**config.mk**
```make
export PLATFORM = sky130hd
export DESIGN_NAME = parallel_multiplier
export DESIGN_NICKNAME = d
export VERILOG_FILES = /design/src/rtl/mult_pkg.sv /design/src/rtl/csa_3to2.sv /design/src/rtl/parallel_multiplier.sv
export SDC_FILE = /design/constraint.sdc
export NUM_CORES = 2
export LEC_CHECK = 0
export ABC_AREA = 1
export CAP_MARGIN = 30
export CORE_MARGIN = 4
export CORE_UTILIZATION = 55
export DETAILED_ROUTE_END_ITERATION = 6
export GPL_ROUTABILITY_DRIVEN = 0
export GPL_TIMING_DRIVEN = 0
export PLACE_DENSITY_LB_ADDON = 0.1
export SLEW_MARGIN = 20
export SYNTH_ARGS = -nofsm -noshare
export SYNTH_HDL_FRONTEND = slang
export SYNTH_SLANG_ARGS = --single-unit
```
**constraint.sdc**
```tcl
create_clock -name vclk -period 35
set_input_delay 5.25 -clock vclk [all_inputs]
set_output_delay 5.25 -clock vclk [all_outputs]
set_load 0.05 [all_outputs]
```
**src/rtl/mult_pkg.sv**
```systemverilog
// Shared widths and types for the 32x32 -> 64 unsigned array multiplier.
package mult_pkg;
    localparam int MULT_W = 32;
    localparam int PROD_W = 64;
    typedef logic [MULT_W-1:0] operand_t;
    typedef logic [PROD_W-1:0] product_t;
endpackage

```
**src/rtl/csa_3to2.sv**
```systemverilog
// Full-width 3:2 carry-save adder; carry is pre-shifted to its weight.
module csa_3to2
    import mult_pkg::*;
(
    input  product_t x,
    input  product_t y,
    input  product_t z,
    output product_t sum,
    output product_t carry
);
    product_t maj_s;

    assign sum   = x ^ y ^ z;
    assign maj_s = (x & y) | (x & z) | (y & z);
    // The top majority bit is dropped: the exact product never exceeds 64 bits.
    assign carry = {maj_s[PROD_W-2:0], 1'b0};
endmodule

```
**src/rtl/parallel_multiplier.sv**
```systemverilog
// Unsigned 32x32 -> 64 array multiplier: partial products, carry-save chain, final adder.
// Define MULT_PIPE_EN to register r/valid_out (1-cycle latency); otherwise fully combinational.
module parallel_multiplier
    import mult_pkg::*;
(
    input  logic     clk,
    input  logic     reset,
    input  logic     valid_in,
    input  operand_t a,
    input  operand_t b,
    output product_t r,
    output logic     valid_out
);
    product_t pp_s    [MULT_W];
    product_t sum_s   [MULT_W-2];
    product_t carry_s [MULT_W-2];
    product_t prod_s;

    // Partial-product rows: row i is a shifted by i when b[i] is set.
    always_comb begin
        for (int i = 0; i < MULT_W; i++) begin
            if (b[i]) begin
                pp_s[i] = product_t'(a) << i;
            end else begin
                pp_s[i] = '0;
            end
        end
    end

    // Each stage folds one more row into the running sum/carry pair.
    genvar k;
    generate
        for (k = 0; k < MULT_W - 2; k++) begin : g_tree
            if (k == 0) begin : g_first
                csa_3to2 u_csa (
                    .x     (pp_s[0]),
                    .y     (pp_s[1]),
                    .z     (pp_s[2]),
                    .sum   (sum_s[0]),
                    .carry (carry_s[0])
                );
            end else begin : g_next
                csa_3to2 u_csa (
                    .x     (sum_s[k-1]),
                    .y     (carry_s[k-1]),
                    .z     (pp_s[k+2]),
                    .sum   (sum_s[k]),
                    .carry (carry_s[k])
                );
            end
        end
    endgenerate

    assign prod_s = sum_s[MULT_W-3] + carry_s[MULT_W-3];

`ifdef MULT_PIPE_EN
    product_t r_r;
    logic     valid_out_r;

    // Output register stage; reset discards any in-flight operand pair.
    always_ff @(posedge clk) begin
        if (reset) begin
            r_r         <= '0;
            valid_out_r <= 1'b0;
        end else begin
            r_r         <= prod_s;
            valid_out_r <= valid_in;
        end
    end

    assign r         = r_r;
    assign valid_out = valid_out_r;
`else
    assign r         = prod_s;
    assign valid_out = valid_in & ~reset;
`endif
endmodule

```
==> impl_metrics.yaml <==
die:
  die_h_um: 229.3
  dieArea_sq_um: 52560
  ioPinCount: 132
  die_w_um: 229.3
  row_count: 80
  core-area_sq_um: 48050
  start_util_pct: 56.04
global_routing:
  grt_max_degree: 11
  overflow: 0
  gr-usage-all-layers_pct: 26.86
  grt_antenna_before_repair: 1
  grt_pass1_vias: 20896
  grt_pass1_wl_um: 111300
synthesis:
  synth_cells: 2925
  syn_area_sq_um: 26930
  synth.avg_cell_area_sq_um: 9.206
  yosys_warnings: 0
  yosysUniqueCellTypes: 26
  synthTopCellsByArea: "fa_1, nand2_1, inv_1, ha_1, clkbuf_1"
  seq_area_frac_synth_pct: 0
  yosys.area.top_type: "fa_1"
  synth_top_area_share_pct: 69.14
  syn_nets: 3985
routing:
  vias: 19813
  routedWlPerCell_um: 18.69
  first_pass_iters: 5
  drcViolationCount: 0
  via_per_inst: 5.396
  drt_iter0_markers: 1380
  routed_wl_um: 68630
  ant_nets: 0
setup_path:
  worst-setup-path-type: "input port to output pin"
  cp_slowest_cell: "clkdlybuf4s50_1"
  crit_path_max_incr_delay_ns: 0.80
  cp.required_ns: 29.75
  path_max_fanout: 10
  critPathArrivalTime_ns: 23.66
  critPathCaptureType: "output pin"
  path_common_cell: "fa_1"
  start_kind: "input port"
worst_hold_path:
  hp-start: "valid_in"
  hold_class: "input port to output pin"
  min_path_cells: 4
  whs_endpoint: "valid_out"
sta:
  finalHoldViolCount: 0
  drv_slew: 0
  fin_crit_ns: 28.91
  tns_ns: 0
  tightest_slew_ns: 0.7478
  relSlewSlack_pct: 50.15
  timing.hold.ws_ns: 11.66
  setup_violations: 0
  post-route-period-util_pct: 82.60
  fmax_mhz: 34.59
  rsz0062_at_grt: "no"
  fin_ws_ns: 6.092
final_layout:
  layout-drive-gt1-share_pct: 1.113
  seq_cells: 0
  seqCellArea_sq_um: 0
  num-clock-buffers: 0
  finalNetCount: 4118
  area_growth_pct: 7.737
  final_area_sq_um: 29010
  num-fill-cells: 4302
placed_design:
  post_dp_cell_area_sq_um: 29010
  hpwl_um: 64510
  dp_slack_ns: 6.311
  numPortBuffers: 131
clock_tree:
  cts_hold_buf: 0
  cts_resized: 0
  cts_setup_buffers: 0
outcome:
  run_status: "completed"
run:
  drv_cap: 0
[worst max path at each step]
| stage | from | end | slack (ns) |
|---|---|---|---|
| after global routing | b[2] | r[59] | 5.66 |
| after CTS | b[2] | r[59] | 6.30 |
| after global placement | b[2] | r[59] | 6.39 |
| after detailed placement | b[2] | r[59] | 6.31 |
| after floorplan | b[2] | r[47] | 8.31 |
| final | b[2] | r[51] | 6.09 |
[cells in the final DEF (no fill, tap or decap), types with 2 or more instances in the layout]
| cell | n |
|---|---|
| nand2_2 | 15 |
| nand3_2 | 3 |
| xor2_1 | 14 |
| fa_1 | 930 |
| nor2_1 | 38 |
| inv_2 | 6 |
| nor3_2 | 3 |
| clkbuf_1 | 192 |
| a21oi_1 | 19 |
| nand2_1 | 1245 |
| nor3_1 | 2 |
| nand4_1 | 3 |
| clkdlybuf4s50_1 | 131 |
| inv_1 | 354 |
| nand3_1 | 25 |
| ha_1 | 63 |
| nor2_2 | 3 |
[synthesized netlist by cell type, drive strengths merged]
library cell,n
xor2,14
nand3b,1
o21ai,1
xnor2,1
a21o,1
nand3,28
nor2,41
a21oi,21
nand2,1261
inv,360
o21bai,1
nor3,5
clkbuf,192
or2,1
fa,930
nand4,3
ha,63
nor3b,1
[stage by stage]
step	utilization, %	cells
floorplan	-	2925
CTS	60.38	3671
global placement	60.38	3671
global route	60.38	3672
detailed placement	60.38	3671
finish	60.38	3672
[worst max-delay path: cells and delay by family]
kind	cells	cell delay, ns
adders and majority gates	32	15.09
buffers and inverters	4	2.26
and+or+nand+nor	10	1.01
[layout make-up]
type,count,area (sq um),share of cell area [%]
repair buffers,131,1311,4.520
plain buffers,192,720.7,2.484
inverters,360,1351,4.658
diodes,1,2.502,0.008626
well taps,615,769.5,2.652
multi-input cells,2373,24860,85.68
[logic make-up after synthesis]
family | count (synthesis) | share of synthesized area (%)
adder cells (fa/ha/maj) | 993 | 72.07
AND/OR/NAND/NOR | 1341 | 19.23
buffers and inverters | 552 | 7.695
AO/OA/AOI/OAI | 24 | 0.5204
XOR/XNOR | 15 | 0.4879
[per-layer routing]
metal / GRT usage [%] / share of wire [%]
met2: 42.81 / 47
met5: 0 / 0
met4: 4.051 / 1.9
met1: 41.58 / 44
met3: 2.870 / 7.2
Power is not shown: default switching activity piles up to over one toggle a cycle in this logic, so the estimate is an artifact.
==> RTL edit (config.mk and constraints unchanged) <==
`PROD_W`: 64 -> 128.
--- a/src/rtl/mult_pkg.sv
+++ b/src/rtl/mult_pkg.sv
@@ -3,3 +3,3 @@
     localparam int MULT_W = 32;
-    localparam int PROD_W = 64;
+    localparam int PROD_W = 128;
     typedef logic [MULT_W-1:0] operand_t;
Ports: changed (resized r); port bits go from 132 to 196. The function was not compared with the original's and may differ.
==> RTL edit against the unedited design <==
The run now ends with DRC left. Via count rose by 2.1%. Sequential share of layout area did not move. Setup slack got worse by 0.064 ns. Design area rose by 2.7%. Die area rose by 1.7%. Synthesized area rose by 1.8%. First-iteration DRC count fell by 7.5%. Routed wire length rose by 2.0%. Critical endpoint unchanged.
Power is not shown: default switching activity piles up to over one toggle a cycle in this logic, so the estimate is an artifact.
==> RTL edit: results (changes against the unedited design) <==
[outcome]
status=complete, but fails checks
violations=DRC

[final_layout]
nClkBuffers=0  ; unchanged
fin_nets=4246  ; +3.1%
layout-drive-gt1-share_pct=3.08  ; +2.0 points
nFlopsAndLatches=0  ; unchanged

[place]
dp_hpwl_mm=65.7  ; +1.8%
port_buffers=131  ; unchanged

[routing]
drt_pass1_iterations=7  ; +2
wl_mm=70.0  ; +2.0%
drc_errors=8  ; +8
drt_iter0_markers=1276  ; -7.5%
avgViaCountPerCell=5.26  ; -2.6%

[global_route]
grt_pass1_wl_mm=112  ; +0.39%
antenna_found_initial=1  ; unchanged
grtUsageTotal_pct=26.6  ; -0.24 points
grt_pass1_vias=21400  ; +2.5%
grt_max_degree=11  ; unchanged

[critical_path]
max_stage_delay_ns=0.82  ; +0.02 ns
cpLargestDelayFamily=adder cells
crit_fanout=10  ; unchanged
worst-endpoint-arrival_ns=23.72  ; +0.06 ns
cpMaxStageDelayCell=clkdlybuf4s50_1

[min_path]
min_path_cells=4  ; unchanged
min_path_type=input port to output pin

[synthesis]
synth.area.top_cells=fa_1 68%, nand2_1 17%, inv_1 4.8%
yosysWarnings=0  ; unchanged
synth_common_cells=1245 x nand2_1, 930 x fa_1, 354 x inv_1
ys_types=28  ; +7.7%
yosysSeqAreaShare_pct=0  ; unchanged

[clock_tree]
postCtsSetupBuffers=0  ; unchanged
cts_resized=0  ; unchanged

[timing]
max_slew_margin_pct=47.1  ; -3.1 points

==> RTL edit: metal layers <==
metal  GRT usage [%]  up-vias  share of wire [%]
met5               0        -                  0
met4            3.83        0                1.8
met3            3.47       55                7.9
met2            43.4      609                 48
met1            39.9    10700                 42
li1                -     8851                  -
==> RTL edit: metrics by stage <==
step                util [%]  instance area, sq um  hold WS [ns]  setup slack (ns)  instances
floorplan                  -                 27600         10.68              8.31       3053
global placement        60.6                 29800         11.66              6.41       3848
detailed placement      60.6                 29800         11.68              6.23       3848
CTS                     60.6                 29800         11.68              6.24       3848
global route            60.6                 29800         11.71              5.67       3848
finish                  60.6                 29800         11.68              6.03       3849
==> RTL edit: area by class of cell <==
| cell class | count | area, sq um |
|---|---|---|
| Antenna cell | 1 | 2.50 |
| Timing Repair Buffer | 131 | 1310 |
| Buffer | 256 | 1200 |
| Tap cell | 664 | 831 |
| Fill cell | 4449 | 19400 |
| Multi-Input combinational cell | 2437 | 25100 |
| Inverter | 360 | 1350 |
==> RTL edit: path summary, 6_finish.rpt <==
| check | start | endpoint |
|---|---|---|
| max | b[2] | r[51] |
| min | valid_in | valid_out |
==> RTL edit: logic make-up (layout without fill, tap and decap cells) <==
family	after synthesis	after routing	synth area share (%)
adder cells (fa/ha/maj)	993	993	70.8
buffers and inverters	616	747	9.31
XOR/XNOR	15	15	0.479
AND/OR/NAND/NOR	1341	1341	18.9
other	1	65	0.0137
AO/OA/AOI/OAI	24	24	0.511
